===== config.mk =====
export PLATFORM = sky130hd
export DESIGN_NAME = operand_capture
export DESIGN_NICKNAME = d
export VERILOG_FILES = /design/src/rtl/operand_capture.sv
export SDC_FILE = /design/constraint.sdc
export NUM_CORES = 1
export LEC_CHECK = 0
export BUFFER_PORTS_ARGS = -buffer_cell sky130_fd_sc_hd__buf_2
export CAP_MARGIN = 10
export CORE_AREA = 10 10 90 92
export CTS_BUF_LIST = sky130_fd_sc_hd__clkbuf_8
export CTS_CLUSTER_DIAMETER = 60
export CTS_CLUSTER_SIZE = 40
export DETAILED_ROUTE_END_ITERATION = 8
export DIE_AREA = 0 0 100 102
export HOLD_SLACK_MARGIN = 0.12
export PLACE_DENSITY = 0.8
export SKIP_CTS_REPAIR_TIMING = 1
export SYNTH_ARGS = -nofsm -noshare
export SYNTH_HDL_FRONTEND = slang
export SYNTH_SLANG_ARGS = --single-unit

===== constraint.sdc =====
create_clock -name clk -period 3.9 [get_ports clk]
set_clock_uncertainty 0.2 [all_clocks]
set_input_delay 0.39 -clock clk [delete_from_list [all_inputs] [get_ports clk]]
set_output_delay 0.39 -clock clk [all_outputs]
set_load 0.01 [all_outputs]

===== src/rtl/operand_capture.sv =====
// -----------------------------------------------------------------------------
// operand_capture
//
// Front-end operand stage for the 4-bit ripple adder on the Nexys2 board.
// Synchronises the slide switches and push buttons, debounces the buttons,
// and latches the switch value into operand registers A and B. It tracks
// which operands have been loaded, so downstream logic can tell when a
// complete pair is present.
//
// Ports:
//   clk      in   1      system clock (50 MHz), only clock in the block
//   rst      in   1      asynchronous active-high reset
//   sw       in   WIDTH  raw slide switches, operand value source
//   sw_ci    in   1      raw carry-in switch
//   btn_a    in   1      raw button, press loads A
//   btn_b    in   1      raw button, press loads B
//   btn_clr  in   1      raw button, press clears both operands
//   a        out  WIDTH  registered operand A
//   b        out  WIDTH  registered operand B
//   ci       out  1      registered carry-in
//   ready    out  1      both operands loaded since last clear/reset
//   update   out  1      one-cycle pulse after a load that leaves a full pair
// -----------------------------------------------------------------------------

// -----------------------------------------------------------------------------
// operand_capture_debounce
//
// Debouncer for one already-synchronised button. The filtered level only
// follows the input after DEBOUNCE_CYCLES consecutive cycles of disagreement.
//
// Ports:
//   clk      in   1  system clock
//   rst      in   1  asynchronous active-high reset
//   level_i  in   1  synchronised button level
//   press_o  out  1  combinational, high on the edge where a 0->1 change commits
// -----------------------------------------------------------------------------
module operand_capture_debounce #(
   parameter int unsigned DEBOUNCE_CYCLES = 500000
) (
   input  logic clk,
   input  logic rst,
   input  logic level_i,
   output logic press_o
);

   localparam int unsigned      CNT_W    = $clog2(DEBOUNCE_CYCLES + 1);
   // The commit happens on the edge where the count would reach the threshold,
   // so the largest value ever held in the register is DEBOUNCE_CYCLES-1.
   localparam logic [CNT_W-1:0] CNT_LAST = CNT_W'(DEBOUNCE_CYCLES - 1);

   logic [CNT_W-1:0] cnt_q;
   logic [CNT_W-1:0] cnt_d;
   logic             stable_q;
   logic             stable_d;

   // Next-state for the disagreement counter and the filtered level.
   always_comb begin
      cnt_d    = cnt_q;
      stable_d = stable_q;
      press_o  = 1'b0;
      if (level_i == stable_q) begin
         cnt_d = {CNT_W{1'b0}};
      end else if (cnt_q >= CNT_LAST) begin
         // Saturating compare: the counter can never run past the threshold.
         stable_d = level_i;
         cnt_d    = {CNT_W{1'b0}};
         press_o  = level_i;
      end else begin
         cnt_d = cnt_q + CNT_W'(1);
      end
   end

   // Counter and filtered-level registers.
   always_ff @(posedge clk or posedge rst) begin
      if (rst) begin
         cnt_q    <= {CNT_W{1'b0}};
         stable_q <= 1'b0;
      end else begin
         cnt_q    <= cnt_d;
         stable_q <= stable_d;
      end
   end

endmodule

module operand_capture #(
   parameter int unsigned DEBOUNCE_CYCLES = 500000,
   parameter int unsigned WIDTH           = 4
) (
   input  logic             clk,
   input  logic             rst,
   input  logic [WIDTH-1:0] sw,
   input  logic             sw_ci,
   input  logic             btn_a,
   input  logic             btn_b,
   input  logic             btn_clr,
   output logic [WIDTH-1:0] a,
   output logic [WIDTH-1:0] b,
   output logic             ci,
   output logic             ready,
   output logic             update
);

   typedef enum logic [1:0] {
      ST_EMPTY  = 2'd0,
      ST_A_ONLY = 2'd1,
      ST_B_ONLY = 2'd2,
      ST_BOTH   = 2'd3
   } state_t;

   // Two-flop synchronisers for every asynchronous input.
   logic [WIDTH-1:0] sw_meta_q;
   logic [WIDTH-1:0] sw_sync_q;
   logic             ci_meta_q;
   logic             ci_sync_q;
   logic [2:0]       btn_meta_q;
   logic [2:0]       btn_sync_q;

   logic             load_a_evt_s;
   logic             load_b_evt_s;
   logic             clr_evt_s;
   logic             have_a_s;
   logic             have_b_s;

   state_t           state_q;
   state_t           state_d;
   logic [WIDTH-1:0] a_q;
   logic [WIDTH-1:0] a_d;
   logic [WIDTH-1:0] b_q;
   logic [WIDTH-1:0] b_d;
   logic             ci_q;
   logic             ci_d;
   logic             update_q;
   logic             update_d;

   // Input synchroniser chains.
   always_ff @(posedge clk or posedge rst) begin
      if (rst) begin
         sw_meta_q  <= {WIDTH{1'b0}};
         sw_sync_q  <= {WIDTH{1'b0}};
         ci_meta_q  <= 1'b0;
         ci_sync_q  <= 1'b0;
         btn_meta_q <= 3'b000;
         btn_sync_q <= 3'b000;
      end else begin
         sw_meta_q  <= sw;
         sw_sync_q  <= sw_meta_q;
         ci_meta_q  <= sw_ci;
         ci_sync_q  <= ci_meta_q;
         btn_meta_q <= {btn_clr, btn_b, btn_a};
         btn_sync_q <= btn_meta_q;
      end
   end

   operand_capture_debounce #(
      .DEBOUNCE_CYCLES (DEBOUNCE_CYCLES)
   ) u_db_a (
      .clk     (clk),
      .rst     (rst),
      .level_i (btn_sync_q[0]),
      .press_o (load_a_evt_s)
   );

   operand_capture_debounce #(
      .DEBOUNCE_CYCLES (DEBOUNCE_CYCLES)
   ) u_db_b (
      .clk     (clk),
      .rst     (rst),
      .level_i (btn_sync_q[1]),
      .press_o (load_b_evt_s)
   );

   operand_capture_debounce #(
      .DEBOUNCE_CYCLES (DEBOUNCE_CYCLES)
   ) u_db_clr (
      .clk     (clk),
      .rst     (rst),
      .level_i (btn_sync_q[2]),
      .press_o (clr_evt_s)
   );

   // Which operands will be present after this edge, ignoring clear.
   always_comb begin
      have_a_s = (state_q == ST_A_ONLY) || (state_q == ST_BOTH) || load_a_evt_s;
      have_b_s = (state_q == ST_B_ONLY) || (state_q == ST_BOTH) || load_b_evt_s;
   end

   // Operand FSM: next state, operand registers and update pulse.
   always_comb begin
      state_d  = state_q;
      a_d      = a_q;
      b_d      = b_q;
      ci_d     = ci_q;
      update_d = 1'b0;
      if (clr_evt_s) begin
         // Clear wins over any load committing on the same edge.
         state_d = ST_EMPTY;
         a_d     = {WIDTH{1'b0}};
         b_d     = {WIDTH{1'b0}};
         ci_d    = 1'b0;
      end else if (load_a_evt_s || load_b_evt_s) begin
         if (load_a_evt_s) begin
            a_d = sw_sync_q;
         end else begin
            a_d = a_q;
         end
         if (load_b_evt_s) begin
            b_d = sw_sync_q;
         end else begin
            b_d = b_q;
         end
         ci_d = ci_sync_q;
         case ({have_a_s, have_b_s})
            2'b11:   state_d = ST_BOTH;
            2'b10:   state_d = ST_A_ONLY;
            2'b01:   state_d = ST_B_ONLY;
            default: state_d = ST_EMPTY;
         endcase
         // Reloads while already full also announce a fresh pair.
         update_d = have_a_s && have_b_s;
      end else begin
         state_d = state_q;
      end
   end

   // State, operand and pulse registers.
   always_ff @(posedge clk or posedge rst) begin
      if (rst) begin
         state_q  <= ST_EMPTY;
         a_q      <= {WIDTH{1'b0}};
         b_q      <= {WIDTH{1'b0}};
         ci_q     <= 1'b0;
         update_q <= 1'b0;
      end else begin
         state_q  <= state_d;
         a_q      <= a_d;
         b_q      <= b_d;
         ci_q     <= ci_d;
         update_q <= update_d;
      end
   end

   assign a      = a_q;
   assign b      = b_q;
   assign ci     = ci_q;
   assign ready  = (state_q == ST_BOTH);
   assign update = update_q;

endmodule


== Word level (Yosys, flattened, before mapping) ==
Index checks and enable logic that the tools add are counted.

* Register bits: 88
* Logic and storage cells: 74
* Input bits: 10
* Output and inout bits: 11

* Equality and inequality tests: 9
* Muxes and demuxes: 25
* Magnitude comparators: 3
* Reductions and logical operators: 14
* Bitwise operators: 3
* Add/subtract/negate cells: 3

{| class="wikitable"
|+ Operator list
! cell !! number
|-
| 19-bit 2-to-1 mux || 6
|-
| 19-bit by 1-bit adder with 19-bit output, second input constant || 3
|-
| 19-bit greater-or-equal comparator, second input constant || 3
|-
| 4-bit 2-to-1 mux || 6
|-
| 1-bit 2-to-1 mux || 10
|-
| 2-bit AND reduction || 5
|-
| 2-bit == test, second input constant || 4
|-
| 2-bit one-hot mux with 3 select lines || 1
|-
| 2-bit nonzero test || 3
|-
| 1-bit logical OR || 5
|-
| 2-bit by 1-bit == test with 1-bit output, second input constant || 2
|-
| 2-bit 2-to-1 mux || 2
|-
| 1-bit == test || 3
|-
| 1-bit inverter || 3
|-
| 1-bit logical AND || 1
|}

== Depth between registers and ports, before layout ==
Gate-level depths: netlist of the first run.

* Word-level depth: 8
* Gate-level depth with buffers: 9
* Gate-level depth less buffers: 7

== Hierarchy ==
A second synthesis of the first run with hierarchy kept.

* Cells, all modules: 398
* Area, all modules: 4640.7 µm²

{| class="wikitable"
|+ Modules (own cells, without submodules)
! module !! cells each !! sequential area each (µm²) !! times used !! area an instance (µm²)
|-
| operand_capture_debounce || 113 || 500.5 || 3 || 1249.9
|-
| operand_capture || 59 || 700.7 || 1 || 890.9
|}

== Least setup slack after synthesis of the first run ==
Ideal clock, no wire load.

* Path kind: reg-to-reg
* Start point: register u_db_a.cnt_q[11]
* End point: register u_db_a.stable_q
* Setup slack: 1544 ps
* Clock period less this slack: 2356 ps
* Arrival time: 2031 ps
* Setup time: 125 ps
* Stages on the path, launching flop included: 6
* Data required time: 3575 ps
* Cell sequence: dfrtp_1 or4_4 or4_4 o211ai_2 nand3_2 mux2_4

* Longest elaborated chain between the ends: 2

{| class="wikitable"
|+ Ends and longest elaborated chain
! item !! RTL line !! text
|-
| from (decl) || 51 || <nowiki>logic [CNT_W-1:0] cnt_q;</nowiki>
|-
| from (signal assigned) || 76 || <nowiki>cnt_q <= {CNT_W{1'b0}};</nowiki>
|-
| from (signal assigned) || 79 || <nowiki>cnt_q <= cnt_d;</nowiki>
|-
| 19-bit greater-or-equal comparator || 63 || <nowiki>end else if (cnt_q >= CNT_LAST) begin</nowiki>
|-
| 2-bit AND reduction (no line) || -- ||
|-
| to (signal assigned) || 80 || <nowiki>stable_q <= stable_d;</nowiki>
|-
| to (decl) || 53 || <nowiki>logic stable_q;</nowiki>
|}

No other way between the ends.
A chain may end at the register's enable or synchronous reset.

== Final worst setup path of the first run ==
* Start point: register u_db_b.cnt_q[0]
* End point: register b_q[1] (netlist: b[1])

* Longest elaborated chain between the ends: 6

{| class="wikitable"
|+ Ends and longest elaborated chain
! item !! RTL line !! text
|-
| from (decl) || 51 ||
|-
| from (signal assigned) || 76 ||
|-
| from (signal assigned) || 79 ||
|-
| 19-bit greater-or-equal comparator (*) || 63 ||
|-
| 1-bit 2-to-1 mux (*) || 63 ||
|-
| 1-bit 2-to-1 mux (*) || 61 || <nowiki>if (level_i == stable_q) begin</nowiki>
|-
| 1-bit logical OR || 201 || <nowiki>end else if (load_a_evt_s || load_b_evt_s) begin</nowiki>
|-
| 2-bit nonzero test (no line) || -- ||
|-
| 2-bit AND reduction (no line) (*) || -- ||
|-
| to (signal assigned) || 231 || <nowiki>b_q <= {WIDTH{1'b0}};</nowiki>
|-
| to (decl) || 129 || <nowiki>logic [WIDTH-1:0] b_q;</nowiki>
|}

Every way passes the cells marked *; elsewhere a longest branch is shown, timed or not.

==> results of run 1 <==
-- cell usage in the layout, fill, tap and decap left out, drive strengths merged, types with 4 or more instances in the layout --
master / netlist / routed
or3: 6 / 6
inv: 7 / 11
dlygate4sd3: 0 / 9
xor2: 28 / 28
and4: 7 / 7
a21oi: 9 / 9
nand4: 8 / 8
and2: 4 / 4
mux2i: 8 / 8
o21ai: 9 / 9
clkbuf: 6 / 9
xnor2: 19 / 19
dfrtp: 88 / 88
nand3: 17 / 17
and3: 12 / 12
buf: 1 / 22
nand2: 26 / 26
nor2: 76 / 76
nor3: 5 / 5
-- flip-flops by register name, summed over array words and instances (netlist names), 2 cells and up --
| name | count |
|---|---|
| u_db_a.cnt_q | 19 |
| u_db_b.cnt_q | 19 |
| u_db_clr.cnt_q | 19 |
| a | 4 |
| b | 4 |
| sw_meta_q | 4 |
| sw_sync_q | 4 |
| btn_meta_q | 3 |
| btn_sync_q | 3 |
| state_q | 2 |
-- metal layers --
layer  part of all wire (%)  routed length [um]  track usage [%]
met1                     43                3010             16.5
met2                     51                3600             24.3
met4                    1.4                 102             7.07
met3                    4.7                 328             3.51
met5                      0                   0                0
-- power by group through the flow --
stage	Clock (uW)	Sequential, uW	Combinational (uW)
final	590	939	57.3
after global routing	650	942	65.9
after CTS	611	939	51.1
after detailed placement	0	957	50.8
after global placement	0	956	48.5
after floorplan	0	954	36.6
-- kinds of logic (layout without fill, tap and decap cells) --
group                    count (synthesis)  after routing  synth area share (%)
AO/OA/AOI/OAI                           26             26                  4.79
multiplexers                            11             11                  3.02
XOR/XNOR                                47             47                  10.6
buffers and inverters                   14             54                  1.54
AND/OR/NAND/NOR                        173            173                  22.6
flip-flops                              88             88                  56.5
other                                    0              2                     0
adder cells (fa/ha/maj)                  3              3                 0.964
-- worst max path at each step --
stage | endpoint | depth (start not counted) | from | slack [ns]
final | b[1] | 7 | u_db_b.cnt_q[0] | 1.35
after global routing | u_db_b.cnt_q[3] | 7 | u_db_b.cnt_q[0] | 1.19
after CTS | u_db_b.cnt_q[2] | 6 | u_db_b.cnt_q[0] | 1.19
after detailed placement | u_db_b.cnt_q[2] | 6 | u_db_b.cnt_q[0] | 1.20
after global placement | u_db_b.cnt_q[4] | 6 | u_db_b.cnt_q[0] | 1.32
after floorplan | a[0] | 1 | rst | 1.03
-- cell usage after synthesis (2+ instances only) --
master / instances
nand3_1: 16
nor3_1: 5
nor2b_1: 2
nor2_1: 76
nand4_1: 7
inv_1: 7
nand2_1: 25
o21ai_0: 6
a41oi_1: 2
dfrtp_1: 88
and3_1: 12
mux2_2: 2
or3_1: 6
and2_1: 4
and4_1: 6
a21oi_2: 2
mux2i_1: 8
or4_4: 2
ha_1: 3
xnor2_1: 19
nand2b_1: 2
clkbuf_1: 6
o21ai_2: 2
xor2_1: 28
a21oi_1: 7
-- metrics by stage --
stage                     area, sq um  cells  util (%)  hold slack, ns  setup WS, ns
after global placement           4070    453      64.8           0.132          1.32
after detailed placement         4070    453      64.8           0.136          1.20
final                            4360    481      69.4           0.156          1.35
after global routing             4360    480      69.4           0.167          1.19
after CTS                        4250    469      67.7         -0.0998          1.19
after floorplan                  3890    362         -           0.131          1.03
-- critical path, stage by stage (launching register included) --
cell	delay, ns
dfrtp_1	0.40
ha_1	0.22
and4_1	0.26
a41o_1	0.20
a221oi_2	0.10
nor4b_4	0.66
mux2i_1	0.31
nor2_1	0.07
-- layout make-up --
class / count / area [sq um]
fillers: 485 / 1920
well taps: 77 / 96.3
flip-flops and latches: 88 / 2200
inverters: 7 / 27.5
diodes: 2 / 5.00
clock inverters: 7 / 61.3
multi-input cells: 260 / 1630
clock buffers: 9 / 124
repair buffers: 31 / 209
==> flow_summary.json, run 1 <==
{
  "run_status": "finished clean",
  "pin_count_of_the_biggest_net_entering_global_routing": 49,
  "antenna_found_initial": 1,
  "final_number_of_max_transition_violations": 0,
  "detailedRoute.firstPassIterationCount": 4,
  "sw_frac_of_total_pct": 24.8,
  "clock_tree_from_tritoncts": "done",
  "synth_area_leader_cell": "dfrtp_1",
  "post_drt_via_cell_ratio": 5.58,
  "post-route-drc-count": 0,
  "final_nets": 410,
  "synth.yosys.seq_area_share_pct": 56.5,
  "net-switching-power_uw": 394,
  "cts_root_buffer": "clkbuf_8",
  "syn2layout_area_growth_pct": 11.9,
  "pin_count": 21,
  "maxCapViolCount": 0,
  "cts-root-to-sink-buffers": 2,
  "p_per_area_nw_per_um2": 364,
  "clock_power_share_pct": 37.2,
  "design.die.area_sq_um": 10200,
  "vdd.ir_drop.worst_mv": 0.248,
  "synth.yosys.warnings": 0,
  "worst_setup_hold_path_clk_slew_ns": 0.10,
  "setup-violations-final": 0,
  "worst_r2r_path_depth": 7,
  "synth.cell_area_sq_um": 3890,
  "ys_top_cells_by_area": "dfrtp_1, nor2_1, xor2_1",
  "routed_wirelength_um": 7040,
  "setup-tns-final_ns": 0,
  "finalCriticalPeriod_ns": 2.55,
  "power_frac_seq_pct": 59.2,
  "floorplan.rows": 29,
  "place_congestion": 0.822,
  "clock_latency_ns": 0.35,
  "synthesis.area_per_instance_sq_um": 10.8,
  "ant_nets": 0,
  "num_vias": 2684,
  "worstMarginPinSlew_ns": 0.697,
  "min-delay-path-class": "flop to flop",
  "clock_sink_count": 88,
  "fin_total_pwr_uw": 1590,
  "initial_utilization_pct": 62.0,
  "upper_clock_frequency_limit_mhz": 392,
  "synth.lib_cells_used.distinct": 44,
  "routedWlPerCell_um": 14.6,
  "floorplan.die.width_um": 100,
  "crit_type": "flop to flop",
  "worstSetupStartpointType": "flop",
  "clock_tree.htree_level_count": 3,
  "drt_first_iter_violations": 89,
  "postSynth.topFlopCell": "dfrtp_1",
  "first_global_vias": 2755,
  "syn_inst": 362,
  "coreArea_sq_um": 6280,
  "r2r-end": "b[1]",
  "port_buffer_count": 20,
  "finalHoldViolCount": 0,
  "cp.arrival_ns": 2.58,
  "endpoint_kind": "flop",
  "rrSetupSlack_ns": 1.35,
  "rsz0062_at_grt": "false",
  "cts_made_buffers": 9,
  "min_period_over_period_pct": 65.4,
  "leakage_uw": 0.00203,
  "yosys.area.top_type_share_pct": 56.5,
  "synth_enable_flop_cells": 0,
  "slew_headroom_pct": 53.3,
  "fraction_of_synthesis_flops_using_an_asynchronous_set_or_reset_pin_pct": 100,
  "comb_power_share_pct": 3.6,
  "die_height_um": 102,
  "grt_pass1_wl_um": 12000,
  "grt_util_all_layers_pct": 14.3,
  "timing.rr.start": "u_db_b.cnt_q[0]",
  "critical_path_required_ns": 3.93,
  "hpwl_um": 4740,
  "worst_hold_startpoint": "sw_meta_q[3]",
  "synth.net_count": 375,
  "final_layout_size_suffix_gt1_share_pct": 13.9,
  "grt_overflow": 0,
  "number_of_register_bits_inferred_by_synthesis": 88,
  "holdPathStages": 0,
  "holdPathEnd": "sw_sync_q[3]",
  "intPower_uw": 1190,
  "crit_path_max_fanout": 9
}
(Power assumes the default switching activity.)
==> inputs of run 2 (changes only) <==
Settings changed: CORE_AREA 10 10 90 92 to 10 10 94 96, DIE_AREA 0 0 100 102 to 0 0 104 106, PLACE_DENSITY 0.8 to 0.77.
Clock period 3.9 ns to 2.2 ns, I/O delays scaled along.
==> run 2 against run 1 <==
The flow now finishes with violations (setup timing). Flip-flop and latch count is the same. Clock-buffer cell count is the same. Critical path depth shrank 2. Clock power grew 83%. Non-clock buffer count grew 28. Critical endpoint is now u_db_a.stable_q. Highest routed layer unchanged.
==> flow_summary.json, run 2 (synthesis gave the netlist of run 1 again) <==
{
  "syn2layout_area_growth_pct": 20.4,
  "num_vias": 2738,
  "slew_headroom_pct": 68.1,
  "crit_path_cell_trace": "or4_4 -> or4_4 -> o211ai_4 -> nand3_2 -> mux2_4",
  "pin_count_of_the_biggest_net_entering_global_routing": 89,
  "die_height_um": 106,
  "floorplan.rows": 31,
  "intPower_uw": 2140,
  "cts_made_buffers": 9,
  "critical_path.slowest_cell": "or4_4",
  "crit_top_cell": "or4_4",
  "antennaDiodeCount": 0,
  "hpwl_um": 4840,
  "grt_pass1_wl_um": 12200,
  "drt_first_iter_violations": 105,
  "clock_tree.htree_level_count": 3,
  "comb_power_share_pct": 4.3,
  "endpoint_kind": "flop",
  "timing.final.ws_setup_ns": -0.175,
  "finalHoldWorstSlack_ns": 0.158,
  "rsz0062_at_grt": "true",
  "cts_root_buffer": "clkbuf_8",
  "antenna_found_initial": 0,
  "p_per_area_nw_per_um2": 610,
  "grt_overflow": 0,
  "sw_frac_of_total_pct": 25.3,
  "cp.arrival_ns": 2.43,
  "clock_sink_count": 88,
  "timing.critical_path.max_delay_family": "simple AND/OR/NAND/NOR gates",
  "finalCriticalPeriod_ns": 2.38,
  "reg.largest.list": "u_db_a.cnt_q: 19 flops, u_db_b.cnt_q: 19 flops, u_db_clr.cnt_q: 19 flops",
  "maxCapViolCount": 0,
  "failed_checks": "setup timing",
  "dpl_cell_area_sq_um": 4360,
  "layout_common_cells": "dfrtp_1, nor2_1, xor2_1, buf_4, nand2_1",
  "crit_path_max_fanout": 3,
  "routed_wirelength_um": 7400,
  "ant_nets": 0,
  "coreArea_sq_um": 7060,
  "critical_path_required_ns": 2.26,
  "final_layout_size_suffix_gt1_share_pct": 21.3,
  "first_global_vias": 2782,
  "cts-root-to-sink-buffers": 2,
  "place_congestion": 0.823,
  "routedWlPerCell_um": 14.0,
  "clock_tree_from_tritoncts": "done",
  "clock_power_share_pct": 37.6,
  "vdd.ir_drop.worst_mv": 0.591,
  "num-fill-cells": 544,
  "leakage_uw": 0.00218,
  "min_period_over_period_pct": 108,
  "worst_setup_hold_path_clk_slew_ns": 0.10,
  "min-delay-path-class": "flop to flop",
  "grt_util_all_layers_pct": 13.1,
  "run_status": "complete, but fails checks",
  "port_buffer_count": 20,
  "detailedRoute.firstPassIterationCount": 4,
  "design.die.area_sq_um": 11000,
  "upper_clock_frequency_limit_mhz": 421,
  "post_drt_via_cell_ratio": 5.17,
  "final_number_of_max_transition_violations": 0,
  "worstSetupStartpointType": "flop",
  "finish.instance_area_sq_um": 4690,
  "crit_type": "flop to flop",
  "setup-violations-final": 27,
  "power_frac_seq_pct": 58.1,
  "initial_utilization_pct": 55.2,
  "worstMarginPinSlew_ns": 0.478,
  "net-switching-power_uw": 724,
  "most_common_library_cell_in_the_layout_ignoring_fill_and_taps": "dfrtp_1",
  "pin_count": 21,
  "floorplan.die.width_um": 104,
  "post-route-drc-count": 0,
  "final_nets": 439,
  "timing.critical_path.slowest_cell_delay_ns": 0.54,
  "finalHoldViolCount": 0,
  "cp.buffers_inverters": 0,
  "clock_latency_ns": 0.36
}
## run 2: through the flow
| stage | utilization, % | worst slack, ns | std cells | TNS [ns] | total power [uW] |
|---|---|---|---|---|---|
| 2_1_floorplan | - | -0.142 | 362 | -1.78 | 1760 |
| 3_3_place_gp | 61.7 | -0.114 | 502 | -2.31 | 1800 |
| 3_5_place_dp | 61.7 | -0.164 | 502 | -5.28 | 1810 |
| 4_1_cts | 64.4 | -0.169 | 518 | -5.77 | 2890 |
| 5_1_grt | 66.4 | -0.239 | 530 | -5.49 | 2990 |
| 6_report | 66.4 | -0.175 | 530 | -3.48 | 2860 |
## run 2: power by group through the flow
stage                     Clock, uW  Sequential, uW  Combinational (uW)
final                          1080            1660                 123
after global routing           1180            1670                 140
after CTS                      1120            1660                 111
after detailed placement          0            1690                 110
after global placement            0            1690                 108
after floorplan                   0            1690                66.1
## run 2: per-layer routing
| layer | vias to the layer above | GRT usage [%] | share of wire, % |
|---|---|---|---|
| met5 | - | 0 | 0 |
| met1 | 1335 | 15.0 | 44 |
| li1 | 1353 | - | - |
| met3 | 10 | 3.80 | 3.7 |
| met4 | 0 | 4.97 | 1.4 |
| met2 | 40 | 22.8 | 51 |
## run 2: path summary, 6_finish.rpt
check / from / cells past startpoint / slack (ns) / end
setup / recovery: u_db_a.cnt_q[11] / 5 / -0.18 / u_db_a.stable_q
hold / removal: sw_meta_q[3] / 0 / 0.16 / sw_sync_q[3]
setup reg to reg: u_db_a.cnt_q[11] / 5 / -0.18 / u_db_a.stable_q
hold reg to reg: sw_meta_q[3] / 0 / 0.16 / sw_sync_q[3]
max in group asynchronous: rst / 4 / 1.14 / u_db_clr.cnt_q[9]
min in group asynchronous: rst / 4 / 0.33 / u_db_b.cnt_q[13]
## run 2: layout make-up
| cell class | instances | area, sq um | area share (%) |
|---|---|---|---|
| sequential | 88 | 2200 | 47.0 |
| multi-input combinational | 261 | 1700 | 36.2 |
| timing repair buffer | 59 | 448 | 9.55 |
| clock buffer | 9 | 124 | 2.64 |
| tap | 99 | 124 | 2.64 |
| clock inverter | 7 | 65.1 | 1.39 |
| inverter | 7 | 30.0 | 0.640 |
==> inputs of run 3 (changes only) <==
Settings changed: CORE_AREA 10 10 94 96 to 10 10 96 98, CTS_BUF_LIST sky130_fd_sc_hd__clkbuf_8 to not set, DIE_AREA 0 0 104 106 to 0 0 106 108, PLACE_DENSITY 0.77 to 0.74.
==> run 3 against run 2 <==
Setup slack got worse by 0.0017 ns. Wire length up 0.18%. Register-to-register slack about the same. Utilization fell by 3.1 points. Largest cell class unchanged. Die area increased by 3.8%. Clock power is 10% higher. Global-route usage up 0.19 points. Total power rose by 4.2%. Final cell count is 0.38% higher. Sequential power about the same. The run still ends with setup timing left. Worst hold slack got worse by 0.0081 ns. Highest routed layer unchanged.
==> flow_summary.json, run 3 (synthesis gave the netlist of run 1 again) <==
{
  "coreArea_sq_um": 7450,
  "finish.instance_area_sq_um": 4720,
  "endpoint_kind": "flop",
  "grt_pass1_wl_um": 12600,
  "detailedRoute.firstPassIterationCount": 4,
  "leakage_uw": 0.00218,
  "timing.critical_path.slowest_cell_delay_ns": 0.55,
  "run_status": "complete, but fails checks",
  "slew_headroom_pct": 67.2,
  "place_congestion": 0.851,
  "timing.critical_path.max_delay_family": "simple AND/OR/NAND/NOR gates",
  "first_global_vias": 2771,
  "dpl_cell_area_sq_um": 4350,
  "setup-violations-final": 30,
  "antenna_found_initial": 0,
  "min_period_over_period_pct": 108,
  "critical_path.slowest_cell": "or4_4",
  "cts_root_buffer": "clkbuf_8",
  "finalCriticalPeriod_ns": 2.38,
  "initial_utilization_pct": 52.3,
  "cts-root-to-sink-buffers": 2,
  "upper_clock_frequency_limit_mhz": 421,
  "final_nets": 438,
  "most_common_library_cell_in_the_layout_ignoring_fill_and_taps": "dfrtp_1",
  "worstMarginPinSlew_ns": 0.490,
  "critical_path_required_ns": 2.26,
  "grt_util_all_layers_pct": 13.3,
  "reg.largest.list": "u_db_a.cnt_q: 19 flops, u_db_b.cnt_q: 19 flops, u_db_clr.cnt_q: 19 flops",
  "worstSetupStartpointType": "flop",
  "timing.final.ws_setup_ns": -0.177,
  "num-fill-cells": 593,
  "drt_first_iter_violations": 53,
  "grt_overflow": 0,
  "worst_setup_hold_path_clk_slew_ns": 0.10,
  "antennaDiodeCount": 0,
  "clock_latency_ns": 0.37,
  "post_drt_via_cell_ratio": 5.14,
  "min-delay-path-class": "primary input to asynchronous set/reset pin",
  "cts_made_buffers": 9,
  "cp.buffers_inverters": 0,
  "finalHoldViolCount": 0,
  "final_layout_size_suffix_gt1_share_pct": 21.2,
  "vdd.ir_drop.worst_mv": 0.455,
  "rsz0062_at_grt": "true",
  "maxCapViolCount": 0,
  "failed_checks": "setup timing",
  "routedWlPerCell_um": 13.9,
  "num_vias": 2737,
  "clock_sink_count": 88,
  "die_height_um": 108,
  "floorplan.rows": 32,
  "cp.arrival_ns": 2.44,
  "clock_tree_from_tritoncts": "done",
  "p_per_area_nw_per_um2": 632,
  "post-route-drc-count": 0,
  "routed_wirelength_um": 7410,
  "crit_path_cell_trace": "or4_4 -> or4_4 -> o211ai_4 -> nand3_2 -> mux2_4",
  "hpwl_um": 4810,
  "design.die.area_sq_um": 11400,
  "finalHoldWorstSlack_ns": 0.150,
  "clock_tree.htree_level_count": 3,
  "crit_type": "flop to flop",
  "crit_top_cell": "or4_4",
  "floorplan.die.width_um": 106,
  "layout_common_cells": "dfrtp_1, nor2_1, xor2_1, buf_4, nand2_1",
  "crit_path_max_fanout": 3,
  "port_buffer_count": 20,
  "syn2layout_area_growth_pct": 21.1,
  "ant_nets": 0,
  "pin_count": 21,
  "final_number_of_max_transition_violations": 0,
  "pin_count_of_the_biggest_net_entering_global_routing": 78
}
## run 3: worst paths after layout
check                                   end  cells after the start  slack (ns)             start
min in group clk              btn_sync_q[0]                      0        0.16     btn_meta_q[0]
setup reg to reg            u_db_a.stable_q                      5       -0.18  u_db_a.cnt_q[11]
hold / removal              u_db_b.cnt_q[4]                      3        0.15               rst
setup / recovery            u_db_a.stable_q                      5       -0.18  u_db_a.cnt_q[11]
max in group asynchronous  u_db_b.cnt_q[13]                      4        0.99               rst
hold reg to reg               btn_sync_q[0]                      0        0.16     btn_meta_q[0]
## run 3: cell type report
class                           count  area (sq um)  area share, %
Sequential cell                    88          2200           46.7
Timing Repair Buffer               58           445           9.44
Inverter                            7          30.0          0.637
Clock buffer                        9           124           2.63
Tap cell                          102           128           2.71
Clock inverter                      7          86.3           1.83
Multi-Input combinational cell    261          1700           36.1
## run 3: worst register-to-register path: stages, from the launching register on
cell and delay [ns]:
dfrtp_1 0.39, or4_4 0.55, or4_4 0.54, o211ai_4 0.12, nand3_2 0.16, mux2_4 0.33
## run 3: stage by stage
stage | total power [uW] | TNS, ns | util, % | instances | setup WS (ns)
finish | 2980 | -3.76 | 63.3 | 532 | -0.177
global route | 3100 | -7.57 | 63.3 | 532 | -0.261
CTS | 2990 | -3.86 | 61.2 | 518 | -0.184
detailed placement | 1800 | -3.75 | 58.4 | 502 | -0.176
global placement | 1800 | -1.90 | 58.4 | 502 | -0.119
floorplan | 1760 | -1.78 | - | 362 | -0.142
## run 3: report_power, final
group / switching, uW / internal, uW
logic: 72.9 / 52.3
clock network: 644 / 551
registers: 18.1 / 1640
## run 3: metal layers
metal	GRT usage [%]	vias to the layer above	wire (um)
li1	-	1352	-
met1	16.4	1336	3440
met2	22.0	35	3660
met3	3.69	14	199
met4	4.64	0	110
met5	0	-	0
